`src/rtl/rx.sv`:
```
// Configurable asynchronous serial receiver.
// Frame: start bit (0), 7 or 8 data bits LSB first, optional parity bit,
// then 1 or 2 stop bits (1). The line is double-synchronized and sampled
// at mid-bit using a bit-period counter.
module rx #(
  parameter int CLKS_PER_BIT = 16
) (
  input  logic       clk,
  input  logic       rst_n,
  input  logic       serial_in,
  input  logic       parity_type,
  input  logic       parity_en,
  input  logic       stop_bits,
  input  logic       data_width,
  output logic [7:0] data_out,
  output logic       rx_done,
  output logic       parity_error,
  output logic       frame_error,
  output logic       busy
);

  localparam int CNT_W = (CLKS_PER_BIT > 2) ? $clog2(CLKS_PER_BIT) : 1;
  localparam logic [CNT_W-1:0] HALF_LAST = CNT_W'(CLKS_PER_BIT / 2 - 1);
  localparam logic [CNT_W-1:0] FULL_LAST = CNT_W'(CLKS_PER_BIT - 1);

  typedef enum logic [2:0] {IDLE, START, DATA, PARITY, STOP} state_t;

  state_t state_q, state_d;

  logic             sync1_q, sync1_d;
  logic             sync2_q, sync2_d;
  logic             line_prev_q, line_prev_d;
  logic [CNT_W-1:0] cnt_q, cnt_d;
  logic [2:0]       bit_idx_q, bit_idx_d;
  logic             stop_idx_q, stop_idx_d;
  logic [7:0]       shift_q, shift_d;
  logic             parity_bit_q, parity_bit_d;
  logic             stop_bad_q, stop_bad_d;
  logic             ptype_q, ptype_d;
  logic             pen_q, pen_d;
  logic             stop2_q, stop2_d;
  logic             width8_q, width8_d;
  logic [7:0]       data_out_q, data_out_d;
  logic             parity_error_q, parity_error_d;
  logic             frame_error_q, frame_error_d;
  logic             rx_done_q, rx_done_d;

  logic fall_edge;
  logic sample_tick;
  logic last_bit;
  logic last_stop;
  logic stop_bad_now;

  // Decode of edge, mid-bit strobe and end-of-field conditions shared by FSM and datapath
  always_comb begin
    fall_edge    = line_prev_q & ~sync2_q;
    sample_tick  = (state_q == START) ? (cnt_q == HALF_LAST) : (cnt_q == FULL_LAST);
    last_bit     = (bit_idx_q == (width8_q ? 3'd7 : 3'd6));
    last_stop    = (stop_idx_q == stop2_q);
    stop_bad_now = stop_bad_q | ~sync2_q;
  end

  // State register; reset aborts any frame in progress
  always_ff @(posedge clk or negedge rst_n) begin
    if (!rst_n) state_q <= IDLE;
    else        state_q <= state_d;
  end

  // Next-state logic: a falling edge is only recognised while idle
  always_comb begin
    state_d = state_q;
    case (state_q)
      IDLE:    if (fall_edge) state_d = START;
      START:   if (sample_tick) state_d = sync2_q ? IDLE : DATA;
      DATA:    if (sample_tick && last_bit) state_d = pen_q ? PARITY : STOP;
      PARITY:  if (sample_tick) state_d = STOP;
      STOP:    if (sample_tick && last_stop) state_d = IDLE;
      default: state_d = IDLE;
    endcase
  end

  // Datapath next values: synchronizer, bit counter, config capture, sampling and result latch
  always_comb begin
    sync1_d        = serial_in;
    sync2_d        = sync1_q;
    line_prev_d    = sync2_q;
    cnt_d          = cnt_q;
    bit_idx_d      = bit_idx_q;
    stop_idx_d     = stop_idx_q;
    shift_d        = shift_q;
    parity_bit_d   = parity_bit_q;
    stop_bad_d     = stop_bad_q;
    ptype_d        = ptype_q;
    pen_d          = pen_q;
    stop2_d        = stop2_q;
    width8_d       = width8_q;
    data_out_d     = data_out_q;
    parity_error_d = parity_error_q;
    frame_error_d  = frame_error_q;
    rx_done_d      = 1'b0;

    if (state_q == IDLE)   cnt_d = '0;
    else if (sample_tick)  cnt_d = '0;
    else                   cnt_d = cnt_q + CNT_W'(1);

    case (state_q)
      IDLE: begin
        if (fall_edge) begin
          ptype_d      = parity_type;
          pen_d        = parity_en;
          stop2_d      = stop_bits;
          width8_d     = data_width;
          shift_d      = '0;
          bit_idx_d    = '0;
          stop_idx_d   = 1'b0;
          parity_bit_d = 1'b0;
          stop_bad_d   = 1'b0;
        end
      end
      DATA: begin
        if (sample_tick) begin
          shift_d[bit_idx_q] = sync2_q;
          bit_idx_d          = bit_idx_q + 3'd1;
        end
      end
      PARITY: begin
        if (sample_tick) parity_bit_d = sync2_q;
      end
      STOP: begin
        if (sample_tick) begin
          stop_bad_d = stop_bad_now;
          stop_idx_d = 1'b1;
          if (last_stop) begin
            rx_done_d      = 1'b1;
            data_out_d     = shift_q;
            parity_error_d = pen_q & (^shift_q ^ parity_bit_q ^ ptype_q);
            frame_error_d  = stop_bad_now;
          end
        end
      end
      default: ;
    endcase
  end

  // Datapath registers; synchronizer resets to the idle-high line level
  always_ff @(posedge clk or negedge rst_n) begin
    if (!rst_n) begin
      sync1_q        <= 1'b1;
      sync2_q        <= 1'b1;
      line_prev_q    <= 1'b1;
      cnt_q          <= '0;
      bit_idx_q      <= '0;
      stop_idx_q     <= 1'b0;
      shift_q        <= '0;
      parity_bit_q   <= 1'b0;
      stop_bad_q     <= 1'b0;
      ptype_q        <= 1'b0;
      pen_q          <= 1'b0;
      stop2_q        <= 1'b0;
      width8_q       <= 1'b0;
      data_out_q     <= '0;
      parity_error_q <= 1'b0;
      frame_error_q  <= 1'b0;
      rx_done_q      <= 1'b0;
    end else begin
      sync1_q        <= sync1_d;
      sync2_q        <= sync2_d;
      line_prev_q    <= line_prev_d;
      cnt_q          <= cnt_d;
      bit_idx_q      <= bit_idx_d;
      stop_idx_q     <= stop_idx_d;
      shift_q        <= shift_d;
      parity_bit_q   <= parity_bit_d;
      stop_bad_q     <= stop_bad_d;
      ptype_q        <= ptype_d;
      pen_q          <= pen_d;
      stop2_q        <= stop2_d;
      width8_q       <= width8_d;
      data_out_q     <= data_out_d;
      parity_error_q <= parity_error_d;
      frame_error_q  <= frame_error_d;
      rx_done_q      <= rx_done_d;
    end
  end

  // Output decode: busy reflects any non-idle state, results come straight from flops
  always_comb begin
    busy         = (state_q != IDLE);
    data_out     = data_out_q;
    rx_done      = rx_done_q;
    parity_error = parity_error_q;
    frame_error  = frame_error_q;
  end

endmodule

```
`config.mk`:
```
export PLATFORM = sky130hd
export DESIGN_NAME = rx
export DESIGN_NICKNAME = d
export VERILOG_FILES = /design/src/rtl/rx.sv
export SDC_FILE = /design/constraint.sdc
export NUM_CORES = 1
export LEC_CHECK = 0
export BUFFER_PORTS_ARGS = -buffer_cell sky130_fd_sc_hd__buf_4
export CAP_MARGIN = 40
export CORE_MARGIN = 2
export CORE_UTILIZATION = 40
export DETAILED_ROUTE_END_ITERATION = 16
export HOLD_SLACK_MARGIN = 0.05
export SETUP_SLACK_MARGIN = 0.02
export SYNTH_ARGS = -nofsm -noshare
export SYNTH_HDL_FRONTEND = slang
export SYNTH_SLANG_ARGS = --single-unit
```
`constraint.sdc`:
```
create_clock -name clk -period 3.1 [get_ports clk]
set_input_delay 0.775 -clock clk [delete_from_list [all_inputs] [get_ports clk]]
set_output_delay 0.775 -clock clk [all_outputs]
set_load 0.05 [all_outputs]
```
==> impl_metrics.yaml <==
synth:
  synth_top_cells_by_area: "dfrtp_1 (49%), mux2i_1 (4.3%), dfstp_2 (4.3%)"
  seq_area_frac_synth_pct: 53.0
  synth_adder_area_share_pct: 1.35
  ys.flop_type: "dfrtp_1"
  async_flop_share_pct: 100
  yosysTopAreaCellShare_pct: 48.7
  synthMuxAreaShare_pct: 12.7
  synth_area_mm2: 0.00185
  yosys_warnings: 0
  synth_top_area_cell: "dfrtp_1"
  synth_nets: 169
  synth_seq_cells: 39
  synth_top_family_by_area: "simple AND/OR/NAND/NOR gates"
  synthDistinctLibCells: 40
  synth_xor_area_share_pct: 7.38
  yosys.area_share.simple_pct: 15.7
  synth-edff-count: 0
  avgSynthCellArea_um2: 11.6
  synth-compound-area-share_pct: 5.75
  synth_cells: 160
floorplanning:
  rows: 24
  num_io_pins: 19
  dieArea_mm2: 0.00518
  core_mm2: 0.00441
  start_util_pct: 41.9
  die_y_um: 72.0
  die_w_um: 72.0
cts:
  cts_max_level: 2
  clk_pin_slew_ns: 0.07
  clock_latency_ns: 0.29
  ctsHoldBuffers: 0
  cts_setup_buffers: 0
  numClockSinks: 39
  clockBufferDepth: 2
  postCtsResizedCells: 0
  numCtsBuffers: 5
  cts_tree: "built"
  cts_root_buffer: "clkbuf_8"
layout:
  stdcell_count: 228
  final_core_util_pct: 47.4
  nNetsFinal: 184
  drive_gt1_share_pct: 23.9
  seqCellArea_um2: 980
  syn2layout_area_growth_pct: 13.3
  post-route-cell-area_mm2: 0.00209
  fillers: 402
  multi_input_area_um2: 792
  n_antenna_cell: 0
pwr:
  p_int_mw: 0.901
  pwr-share-comb_pct: 22.5
  p_leak_nw: 0.990
  clkPwrFrac_pct: 28.6
  p_seq_share_pct: 49.0
  swShare_pct: 30.4
  ir_drop_mv: 0.339
  p_sw_mw: 0.393
  p_per_area_mw_per_mm2: 618
  p_total_mw: 1.29
drt:
  first_pass_iters: 4
  drc_errors: 0
  antenna_left: 0
  vias: 1204
  viasPerCell: 5.28
  drt-initial-drc-count: 74
  wire_per_inst_um: 14.6
  wl_mm: 3.32
sta:
  period_share_pct: 76.5
  hold_viol: 0
  grt_setup_unrepaired: "no"
  max_slew_margin_pct: 53.8
  clock_skew_ns: 0.00739
  period_minus_slack_ns: 2.37
  maxSlewViolCount: 0
  setup_tns_ns: 0
  max_freq_mhz: 422
  setup_slack_ns: 0.728
  hold_ws_ns: 0.365
  setup_viol: 0
  tightest_slew_ns: 0.691
worst_setup_path:
  critical_path_class: "reg -> out"
  critical_path.top_delay_family: "simple AND/OR/NAND/NOR gates"
  path_buf_inv: 2
  cp_data_arrival_time_ns: 1.60
  crit_chain: "nor3_1 -> inv_1 -> buf_4"
  endpoint_kind: "output port"
  crit_slowest_cell: "nor3_1"
  cp.required_ns: 2.32
  max_stage_delay_ns: 0.53
  start_kind: "flip-flop"
  cp_max_fo: 12
placement:
  placed_area_mm2: 0.00199
  hpwl_mm: 2.32
  port_buffers: 18
  place_congestion: 0.771
  post-place-cells: 220
  pre_cts_ws_ns: 1.02
grt:
  grt_util_all_layers_pct: 14.5
  grt_max_degree: 40
  antenna_found_initial: 0
  grt_pass1_vias: 1151
  grt_overflow: 0
  grt_pass1_wl_mm: 5.66
worst_hold_path:
  hp-class: "reg -> reg"
job:
  cap_violations: 0
run_status:
  outcome: "finished, final reports clean"
power groups by stage:
stage / combinational (mW) / sequential [mW] / clock [mW]
finish: 0.291 / 0.633 / 0.370
global route: 0.326 / 0.645 / 0.402
CTS: 0.295 / 0.633 / 0.380
detailed placement: 0.294 / 0.643 / 0
global placement: 0.290 / 0.637 / 0
floorplan: 0.250 / 0.614 / 0
routing by layer:
| layer | wire length, um | GRT usage [%] | part of all wire [%] |
|---|---|---|---|
| met1 | 1570 | 19.5 | 47 |
| met5 | 0 | 0 | 0 |
| met4 | 45 | 5.66 | 1.4 |
| met2 | 1550 | 22.2 | 47 |
| met3 | 154 | 4.17 | 4.6 |
cell type report:
class | count | share of cell area, %
Clock buffer | 8 | 4.78
Tap cell | 52 | 3.11
Inverter | 6 | 1.08
Multi-Input combinational cell | 105 | 37.8
Timing Repair Buffer | 18 | 6.45
Sequential cell | 39 | 46.8
cells in the mapped netlist, types with 5 or more instances:
master	n
clkbuf_1	6
dfrtp_1	36
inv_1	6
mux2_2	7
mux2_4	5
mux2i_1	8
nand2_1	17
nand3_1	5
nor2_1	6
nor3_1	6
xnor2_1	9
registers in the layout, indices dropped and copies added (netlist names):
register,flops
sync1_q,1
shift_q,8
parity_error,1
frame_error,1
parity_bit_q,1
stop_bad_q,1
rx_done,1
cnt_q,4
bit_idx_q,3
state_q,3
line_prev_q,1
line_prev_d,1
pen_q,1
ptype_q,1
stop_idx_q,1
stop2_q,1
data_out,8
width8_q,1
cells by family (layout without fill, tap and decap cells):
kind of cell / Yosys count / count (layout)
xor gates and xnor gates: 14 / 14
DFF: 39 / 39
buffers and inverters: 16 / 32
adders and majority gates: 2 / 2
and+or+nand+nor: 54 / 54
AOI/OAI and AO/OA: 15 / 15
muxes: 20 / 20
path summary, 6_finish.rpt:
| check | start | cells after the start | to | slack (ns) |
|---|---|---|---|---|
| max | state_q[0] | 3 | busy | 0.73 |
| min | sync1_q | 0 | line_prev_d | 0.37 |
| max reg2reg | state_q[0] | 3 | data_out[7] | 1.05 |
| min reg2reg | sync1_q | 0 | line_prev_d | 0.37 |
| max in group asynchronous | rst_n | 1 | line_prev_d | 2.28 |
| min in group asynchronous | rst_n | 1 | stop_bad_q | 0.44 |
cell usage in the layout, fill, tap and decap left out, types with 3 or more instances in the layout:
| cell type | count |
|---|---|
| dfrtp_1 | 36 |
| nor3_1 | 6 |
| xnor2_1 | 9 |
| nand3_1 | 5 |
| inv_1 | 6 |
| nor2_1 | 6 |
| dfstp_2 | 3 |
| mux2i_1 | 8 |
| buf_4 | 18 |
| nor4_1 | 4 |
| nand2_1 | 17 |
| clkbuf_8 | 7 |
| mux2_4 | 5 |
| xor2_1 | 4 |
| o21ai_0 | 4 |
| mux2_2 | 7 |
Power figures use the tool's default switching activity.
